$ cat config.mk
export PLATFORM = sky130hd
export DESIGN_NAME = mem_arbiter
export DESIGN_NICKNAME = d
export VERILOG_FILES = /design/src/rtl/mem_arb_pkg.sv /design/src/rtl/rr_pick2.sv /design/src/rtl/mem_arbiter.sv
export SDC_FILE = /design/constraint.sdc
export NUM_CORES = 1
export LEC_CHECK = 0
export ABC_AREA = 1
export CAP_MARGIN = 20
export CORE_UTILIZATION = 42
export CTS_CLUSTER_SIZE = 25
export DETAILED_ROUTE_END_ITERATION = 12
export HOLD_SLACK_MARGIN = 0.02
export PLACE_DENSITY = 0.87
export SETUP_SLACK_MARGIN = 0.5
export SYNTH_ARGS = -nofsm -noshare
export SYNTH_HDL_FRONTEND = slang
export SYNTH_HIERARCHICAL = 1
export SYNTH_SLANG_ARGS = --single-unit
$ cat constraint.sdc
create_clock -name clk -period 1.7 [get_ports clk]
set_clock_uncertainty 0.05 [all_clocks]
set_input_delay 0.34 -clock clk [delete_from_list [all_inputs] [get_ports clk]]
set_output_delay 0.34 -clock clk [all_outputs]
set_load 0.02 [all_outputs]
$ cat src/rtl/mem_arb_pkg.sv
// mem_arb_pkg: shared types and constants for the two-port memory arbiter.
//   state_t       : arbiter FSM encoding (value 3 is unused and treated as IDLE)
//   P_CPU / P_DMA : requester indices into gnt and the internal request vector
//   AW_DEF/DW_DEF : default address / data widths (256x8 memory)
package mem_arb_pkg;

  localparam int AW_DEF = 8;
  localparam int DW_DEF = 8;

  localparam int P_CPU = 0;
  localparam int P_DMA = 1;

  typedef enum logic [1:0] {
    IDLE   = 2'd0,
    ACCESS = 2'd1,
    DONE   = 2'd2
  } state_t;

endpackage

$ cat src/rtl/rr_pick2.sv
// rr_pick2: combinational two-way winner selection.
//   i_req   [1:0] : request vector, bit n = port n
//   i_ptr         : round-robin pointer, 0 favours port 0 and 1 favours port 1
//   i_fixed       : 1 = port 0 always wins a tie, pointer ignored
//   o_win   [1:0] : one-hot winner, 0 when nobody requests
module rr_pick2
  import mem_arb_pkg::*;
(
  input  logic [1:0] i_req,
  input  logic       i_ptr,
  input  logic       i_fixed,
  output logic [1:0] o_win
);

  always_comb begin
    o_win = 2'b00;
    case (i_req)
      2'b01:   o_win[P_CPU] = 1'b1;
      2'b10:   o_win[P_DMA] = 1'b1;
      2'b11: begin
        if (i_fixed || !i_ptr) o_win[P_CPU] = 1'b1;
        else                   o_win[P_DMA] = 1'b1;
      end
      default: o_win = 2'b00;
    endcase
  end

endmodule

$ cat src/rtl/mem_arbiter.sv
// mem_arbiter: shares one single-port memory between port 0 (CPU LSU) and
// port 1 (loader/debug DMA). One access per grant, three cycles per grant.
//   clk, rst                  : clock, async active-high reset
//   req/we/addr/wdata{0,1}    : requester command, held until ack
//   ack{0,1}                  : one-cycle completion pulse
//   rdata{0,1}                : read data, valid with ack and held afterwards
//   gnt                       : one-hot owner of the current transaction
//   busy                      : high in ACCESS and DONE
//   mem_we/mem_addr/mem_in    : memory command, only this block drives them
//   mem_out                   : memory combinational read data
//
// state  | meaning
// IDLE   | sample requests, latch the winner's command, set gnt
// ACCESS | drive the latched command to memory, capture mem_out
// DONE   | ack high for the winner; clear gnt, hand pointer to other port
module mem_arbiter
  import mem_arb_pkg::*;
#(
  parameter int AW         = AW_DEF,
  parameter int DW         = DW_DEF,
  parameter int FIXED_PRIO = 0
) (
  input  logic          clk,
  input  logic          rst,
  input  logic          req0,
  input  logic          we0,
  input  logic [AW-1:0] addr0,
  input  logic [DW-1:0] wdata0,
  output logic          ack0,
  output logic [DW-1:0] rdata0,
  input  logic          req1,
  input  logic          we1,
  input  logic [AW-1:0] addr1,
  input  logic [DW-1:0] wdata1,
  output logic          ack1,
  output logic [DW-1:0] rdata1,
  output logic [1:0]    gnt,
  output logic          busy,
  output logic          mem_we,
  output logic [AW-1:0] mem_addr,
  output logic [DW-1:0] mem_in,
  input  logic [DW-1:0] mem_out
);

  localparam logic LP_FIXED = (FIXED_PRIO != 0);

  state_t        r_state;
  state_t        w_state_nxt;
  logic          w_in_idle;
  logic          w_in_access;
  logic          w_in_done;
  logic [1:0]    w_req;
  logic [1:0]    w_win;
  logic [1:0]    r_gnt;
  logic          r_ptr;
  logic          r_we;
  logic [AW-1:0] r_addr;
  logic [DW-1:0] r_wdata;
  logic          r_ack0;
  logic          r_ack1;
  logic [DW-1:0] r_rdata0;
  logic [DW-1:0] r_rdata1;

  assign w_req = {req1, req0};

  rr_pick2 u_pick (
    .i_req   (w_req),
    .i_ptr   (r_ptr),
    .i_fixed (LP_FIXED),
    .o_win   (w_win)
  );

  always_ff @(posedge clk or posedge rst) begin
    if (rst) r_state <= IDLE;
    else     r_state <= w_state_nxt;
  end

  // The unused encoding falls through to default and returns to IDLE
  // without latching anything.
  always_comb begin
    w_state_nxt = IDLE;
    w_in_idle   = 1'b0;
    w_in_access = 1'b0;
    w_in_done   = 1'b0;
    case (r_state)
      IDLE: begin
        w_in_idle   = 1'b1;
        w_state_nxt = (|w_win) ? ACCESS : IDLE;
      end
      ACCESS: begin
        w_in_access = 1'b1;
        w_state_nxt = DONE;
      end
      DONE: begin
        w_in_done   = 1'b1;
        w_state_nxt = IDLE;
      end
      default: w_state_nxt = IDLE;
    endcase
  end

  always_ff @(posedge clk or posedge rst) begin
    if (rst) begin
      r_gnt    <= 2'b00;
      r_ptr    <= 1'b0;
      r_we     <= 1'b0;
      r_addr   <= '0;
      r_wdata  <= '0;
      r_ack0   <= 1'b0;
      r_ack1   <= 1'b0;
      r_rdata0 <= '0;
      r_rdata1 <= '0;
    end else begin
      if (w_in_idle && (|w_win)) begin
        r_gnt   <= w_win;
        r_we    <= w_win[P_DMA] ? we1    : we0;
        r_addr  <= w_win[P_DMA] ? addr1  : addr0;
        r_wdata <= w_win[P_DMA] ? wdata1 : wdata0;
      end
      // mem_out is captured on writes too (old contents); harmless.
      if (w_in_access) begin
        if (r_gnt[P_DMA]) begin
          r_rdata1 <= mem_out;
          r_ack1   <= 1'b1;
        end else begin
          r_rdata0 <= mem_out;
          r_ack0   <= 1'b1;
        end
      end
      if (w_in_done) begin
        r_ack0 <= 1'b0;
        r_ack1 <= 1'b0;
        r_gnt  <= 2'b00;
        r_ptr  <= r_gnt[P_CPU];
      end
    end
  end

  // Decoded from state so an async reset mid-ACCESS drops the write at once.
  assign mem_we   = w_in_access & r_we;
  assign mem_addr = r_addr;
  assign mem_in   = r_wdata;
  assign busy     = w_in_access | w_in_done;
  assign gnt      = r_gnt;
  assign ack0     = r_ack0;
  assign ack1     = r_ack1;
  assign rdata0   = r_rdata0;
  assign rdata1   = r_rdata1;

endmodule

Yosys cells after proc, flatten, opt, wreduce, memory -nomap -nowiden
Index checks and enable logic that the tools add are counted.

storage, ports and cells
  input bits = 46
  word-level logic and storage cells = 49
  register bits after elaboration = 40
  output and inout bits = 38

cells by class
  equality and inequality tests = 6
  mux-type cells = 20
  reductions and logical operators = 10
  bitwise gates (word level) = 3

operators with widths
  cell                count
  $mux 8              2
  $mux 1              13
  $reduce_and 2->1    4
  $eq 2x2->1 const B  3
  $reduce_bool 2->1   3
  $eq 2x1->1 const B  2
  $mux 2              2
  $pmux 1 s2          2
  $pmux 2 s2          1
  $logic_not 2->1     1
  $ne 2x2->1 const B  1
  $reduce_or 2->1     1
  $and 1x1->1         1
  $logic_and 1x1->1   1
  $not 1->1           1
  $or 1x1->1          1

Logic depth before layout (Yosys ltp)
Gate-level depths: netlist of run 1.

  word-level depth = 6
  depth in mapped cells = 10
  gate-level depth less buffers = 9

By module
Netlist of run 1, hierarchy kept.

by module, submodules not included
  module       times used  seq. area each (um^2)  cells each  area each (um^2)
  mem_arbiter  1           1001.0                 231         1839.3
  rr_pick2     1           0.0                    14          52.6

Worst setup path before layout of run 1
OpenSTA, ideal clock, no wires.

  path type = register to register
  from = reg r_state[0]
  to = reg r_wdata[0] (netlist: mem_in[0])
  required time = 1585 ps
  data arrival time = 1195 ps
  period minus slack after synthesis = 1311 ps
  setup slack = 389 ps
  stages on the path, launching flop included = 8
  cell sequence = dfrtp_1 inv_1 ha_1 inv_2 nor2_4 buf_6 nand2_1 nand2_1

between the ends
  longest elaborated chain between the ends = 3

ends and longest elaborated chain
  item                    RTL line            source
  from (decl)             mem_arbiter.sv:47   state_t r_state;
  from (signal assigned)  mem_arbiter.sv:75   else r_state <= w_state_nxt;
  $logic_not 2->1         mem_arbiter.sv:85   case (r_state)
  $mux 1                  mem_arbiter.sv:85
  $logic_and 1x1->1       mem_arbiter.sv:114  if (w_in_idle && (|w_win)) begin
  to (signal assigned)    mem_arbiter.sv:118  r_wdata <= w_win[P_DMA] ? wdata1 : wdata0;
  to (decl)               mem_arbiter.sv:58   logic [DW-1:0] r_wdata;

Every way passes these cells.
A chain may end at the register's enable or synchronous reset.

Worst setup path in the final report of run 1
  from = reg r_state[0]
  to = out busy

between the ends
  longest elaborated chain between the ends = 3
  elaborated cells between the ends (all ways) = 5
  those cells by class = eq/ne: 2; mux: 2; bitwise: 1

ends and longest elaborated chain
  item                                      RTL line            source
  $eq 2x1->1 or $eq 2x2->1 (tied branches)  mem_arbiter.sv:85
  $mux 1                                    mem_arbiter.sv:85
  $or 1x1->1 (*)                            mem_arbiter.sv:143  assign busy = w_in_access | w_in_done;
  to (decl)                                 mem_arbiter.sv:38   output logic busy,

Every way passes the cells marked *; elsewhere a longest branch is shown, timed or not.

==> results of run 1 <==
[worst max-delay path, delay by kind of cell (launching register included)]
kind,cells,cell delay (ns)
fa+ha+maj,1,0.29
flops,1,0.44
buf+inv,2,0.16
[Yosys cell counts]
| library cell | instances | share of area |
|---|---|---|
| nand2_1 | 142 | 0.28 |
| dfrtp_1 | 40 | 0.53 |
| inv_1 | 21 | 0.042 |
| o21ai_0 | 17 | 0.045 |
| ha_1 | 5 | 0.033 |
| nand3_1 | 4 | 0.011 |
| buf_6 | 3 | 0.018 |
| nor2_1 | 3 | 0.0060 |
| buf_4 | 2 | 0.0079 |
| inv_2 | 2 | 0.0040 |
| buf_2 | 1 | 0.0026 |
| clkbuf_1 | 1 | 0.0020 |
| clkinv_1 | 1 | 0.0020 |
| conb_1 | 1 | 0.0020 |
| nor2_4 | 1 | 0.0060 |
| o21ai_4 | 1 | 0.0086 |
[power groups by stage]
stage / Sequential [mW] / Clock, mW / Combinational [mW]
floorplan: 2.18 / 0 / 1.01
global placement: 1.68 / 0 / 2.68
detailed placement: 1.69 / 0 / 2.79
CTS: 1.75 / 0.661 / 3.66
global route: 1.84 / 0.709 / 4.75
finish: 1.80 / 0.666 / 4.52
[kinds of logic after synthesis]
kind of cell    after synthesis
simple gates                150
flops                        40
buf+inv                      31
compound gates               18
fa+ha+maj                     5
other cells                   1
[flip-flops by register name, indices dropped and copies added (netlist names)]
register and count:
rdata1 8, r_ptr 1, gnt 2, r_state 2
ack1 1, rdata0 8, r_we 1, ack0 1
mem_addr 8, mem_in 8
[stage by stage]
| step | instances | hold slack, ns | power (mW) |
|---|---|---|---|
| global placement | 382 | 0.405 | 4.36 |
| finish | 431 | 0.364 | 6.99 |
| global route | 431 | 0.381 | 7.29 |
| CTS | 413 | 0.350 | 6.08 |
| detailed placement | 382 | 0.413 | 4.48 |
| floorplan | 246 | 0.269 | 3.19 |
[repair_timing]
| item | in CTS | in global routing |
|---|---|---|
| setup buffers | 21 | 17 |
| setup endpoints to repair | 77 | 77 |
| pin swaps | 6 | 21 |
| cloned | 2 | 1 |
| gates resized for setup | 266 | 42 |
[layer usage]
metal	wire, um	part of all wire	track usage	vias up
li1	-	-	-	1003
met5	0	0	0	-
met3	370	0.052	0.0497	24
met2	3700	0.52	0.454	94
met4	291	0.041	0.134	0
met1	2690	0.38	0.264	1019
[worst max path at each step]
stage,endpoint,slack (ns),cells after the start
2_1_floorplan,mem_addr[2],0.42,9
3_3_place_gp,mem_addr[3],-0.20,9
3_5_place_dp,mem_addr[5],-0.24,9
4_1_cts,mem_we,0.13,5
5_1_grt,mem_we,0.08,5
6_report,busy,0.12,3
[area by class of cell]
type / instances / area [um^2] / area share
clock buffers: 7 / 86.3 / 0.0238
multi-input cells: 175 / 966 / 0.266
inverters: 24 / 116 / 0.0320
clock inverters: 1 / 7.51 / 0.00207
well taps: 52 / 65.1 / 0.0179
flip-flops and latches: 40 / 1000 / 0.276
repair buffers: 132 / 1390 / 0.382
==> impl_metrics.env, run 1 <==
export IMPL_cpMaxStageDelayCell="dfrtp_2"
export IMPL_grt_max_degree=25
export IMPL_dpl_cell_area_um2=2830
export IMPL_start_util=0.434
export IMPL_ys_warn_count=6
export IMPL_cts_hold_buf=0
export IMPL_pwr_share_comb=0.647
export IMPL_clock_sinks=40
export IMPL_grt_total_usage=0.248
export IMPL_finalSetupViolCount=0
export IMPL_drv_cap=0
export IMPL_swShare=0.421
export IMPL_cts_tree="built"
export IMPL_syn_instance_count=245
export IMPL_clockBufferDepth=2
export IMPL_drv_slew=0
export IMPL_first_pass_iters=4
export IMPL_clk_pin_slew_worst_paths_ns=0.08
export IMPL_grt_pass1_vias=2071
export IMPL_p_switching_mw=2.94
export IMPL_syn_to_final_growth_pct=92.0
export IMPL_final_cell_mix="nand2_1, buf_6, clkdlybuf4s50_1"
export IMPL_arrival_ns=1.19
export IMPL_clkPwrFrac=0.095
export IMPL_die_width_um=69.1
export IMPL_power_leakage_nw=1.89
export IMPL_cp_required_ns=1.31
export IMPL_syn_area_per_cell_um2=7.72
export IMPL_worstReg2RegStart="r_state[0]"
export IMPL_layout_commonest_cell="nand2_1"
export IMPL_syn_cell_area_um2=1890
export IMPL_synthMuxAreaShare=0
export IMPL_p_seq_frac=0.258
export IMPL_die_y_um=69.1
export IMPL_dp_slack_ns=-0.236
export IMPL_synth_compound_area_frac=0.0536
export IMPL_n_fill_cell=233
export IMPL_setup_ws_ns=0.119
export IMPL_ys_types=16
export IMPL_io_pins=84
export IMPL_antenna_found_initial=0
export IMPL_num_rows=24
export IMPL_place_congestion=0.714
export IMPL_slowest_delay_ns=0.44
export IMPL_detailed_place_hpwl_mm=3.39
export IMPL_wl_per_cell_um=16.4
export IMPL_rsz0062_at_grt="yes"
export IMPL_peakVddDrop_mv=0.856
export IMPL_synth_top_family_by_area="simple AND/OR/NAND/NOR gates"
export IMPL_rrSetupSlack_ns=0.21
export IMPL_clk_latency_ns=0.30
export IMPL_critPathCaptureType="output port"
export IMPL_fin_nets=429
export IMPL_cp_startpoint="r_state[0]"
export IMPL_start_kind="flip-flop"
export IMPL_dieArea_um2=4780
export IMPL_io_buffers=83
export IMPL_hold_violations=0
export IMPL_vias_per_cell=4.97
export IMPL_drcViolationCount=0
export IMPL_num_antenna_cells=0
export IMPL_status="finished clean"
export IMPL_synthXorXnorAreaFrac=0
export IMPL_cts_root_buf="clkbuf_8"
export IMPL_hp_class="primary input to async pin"
export IMPL_min_period_ns=1.58
export IMPL_vias=2140
export IMPL_htreeDepth=2
export IMPL_p_per_area_nw_per_um2=1920
export IMPL_cts_buffers=5
export IMPL_crit_fanout=3
export IMPL_synth_seq_cells=40
export IMPL_final_area_um2=3630
export IMPL_post_route_period_util=0.930
export IMPL_fin_setup_tns_ns=0
export IMPL_grt_pass1_wl_mm=9.32
export IMPL_worst_setup_path_type="flip-flop to output port"
export IMPL_routed_wl_mm=7.05
export IMPL_drive_gt1_frac=0.385
export IMPL_synthSimpleGateAreaFrac=0.304
export IMPL_overflow=0
export IMPL_ys_seq_area_frac=0.529
export IMPL_drt_initial_drc_count=122
export IMPL_detail_route_antenna_nets=0
export IMPL_synth_adder_area_share=0.0331
export IMPL_fmax_ghz=0.633
export IMPL_core_area_um2=4350
export IMPL_p_int_mw=4.05
export IMPL_r2r_end="ack0"
export IMPL_final_util=0.834
export IMPL_rr_worst_depth=10
export IMPL_path_cells="inv_4 -> ha_4 -> buf_6"
Note: power is estimated with default switching activity, not from simulation.
==> inputs of run 2 (changes only) <==
--- a/config.mk
+++ b/config.mk
@@ -8,7 +8,6 @@
 export ABC_AREA = 1
 export CAP_MARGIN = 20
 export CORE_UTILIZATION = 42
-export CTS_CLUSTER_SIZE = 25
 export DETAILED_ROUTE_END_ITERATION = 12
 export HOLD_SLACK_MARGIN = 0.02
 export PLACE_DENSITY = 0.87
==> results of run 2 <==
No change in the layout: final DEF, timing and power equal those of run 1.
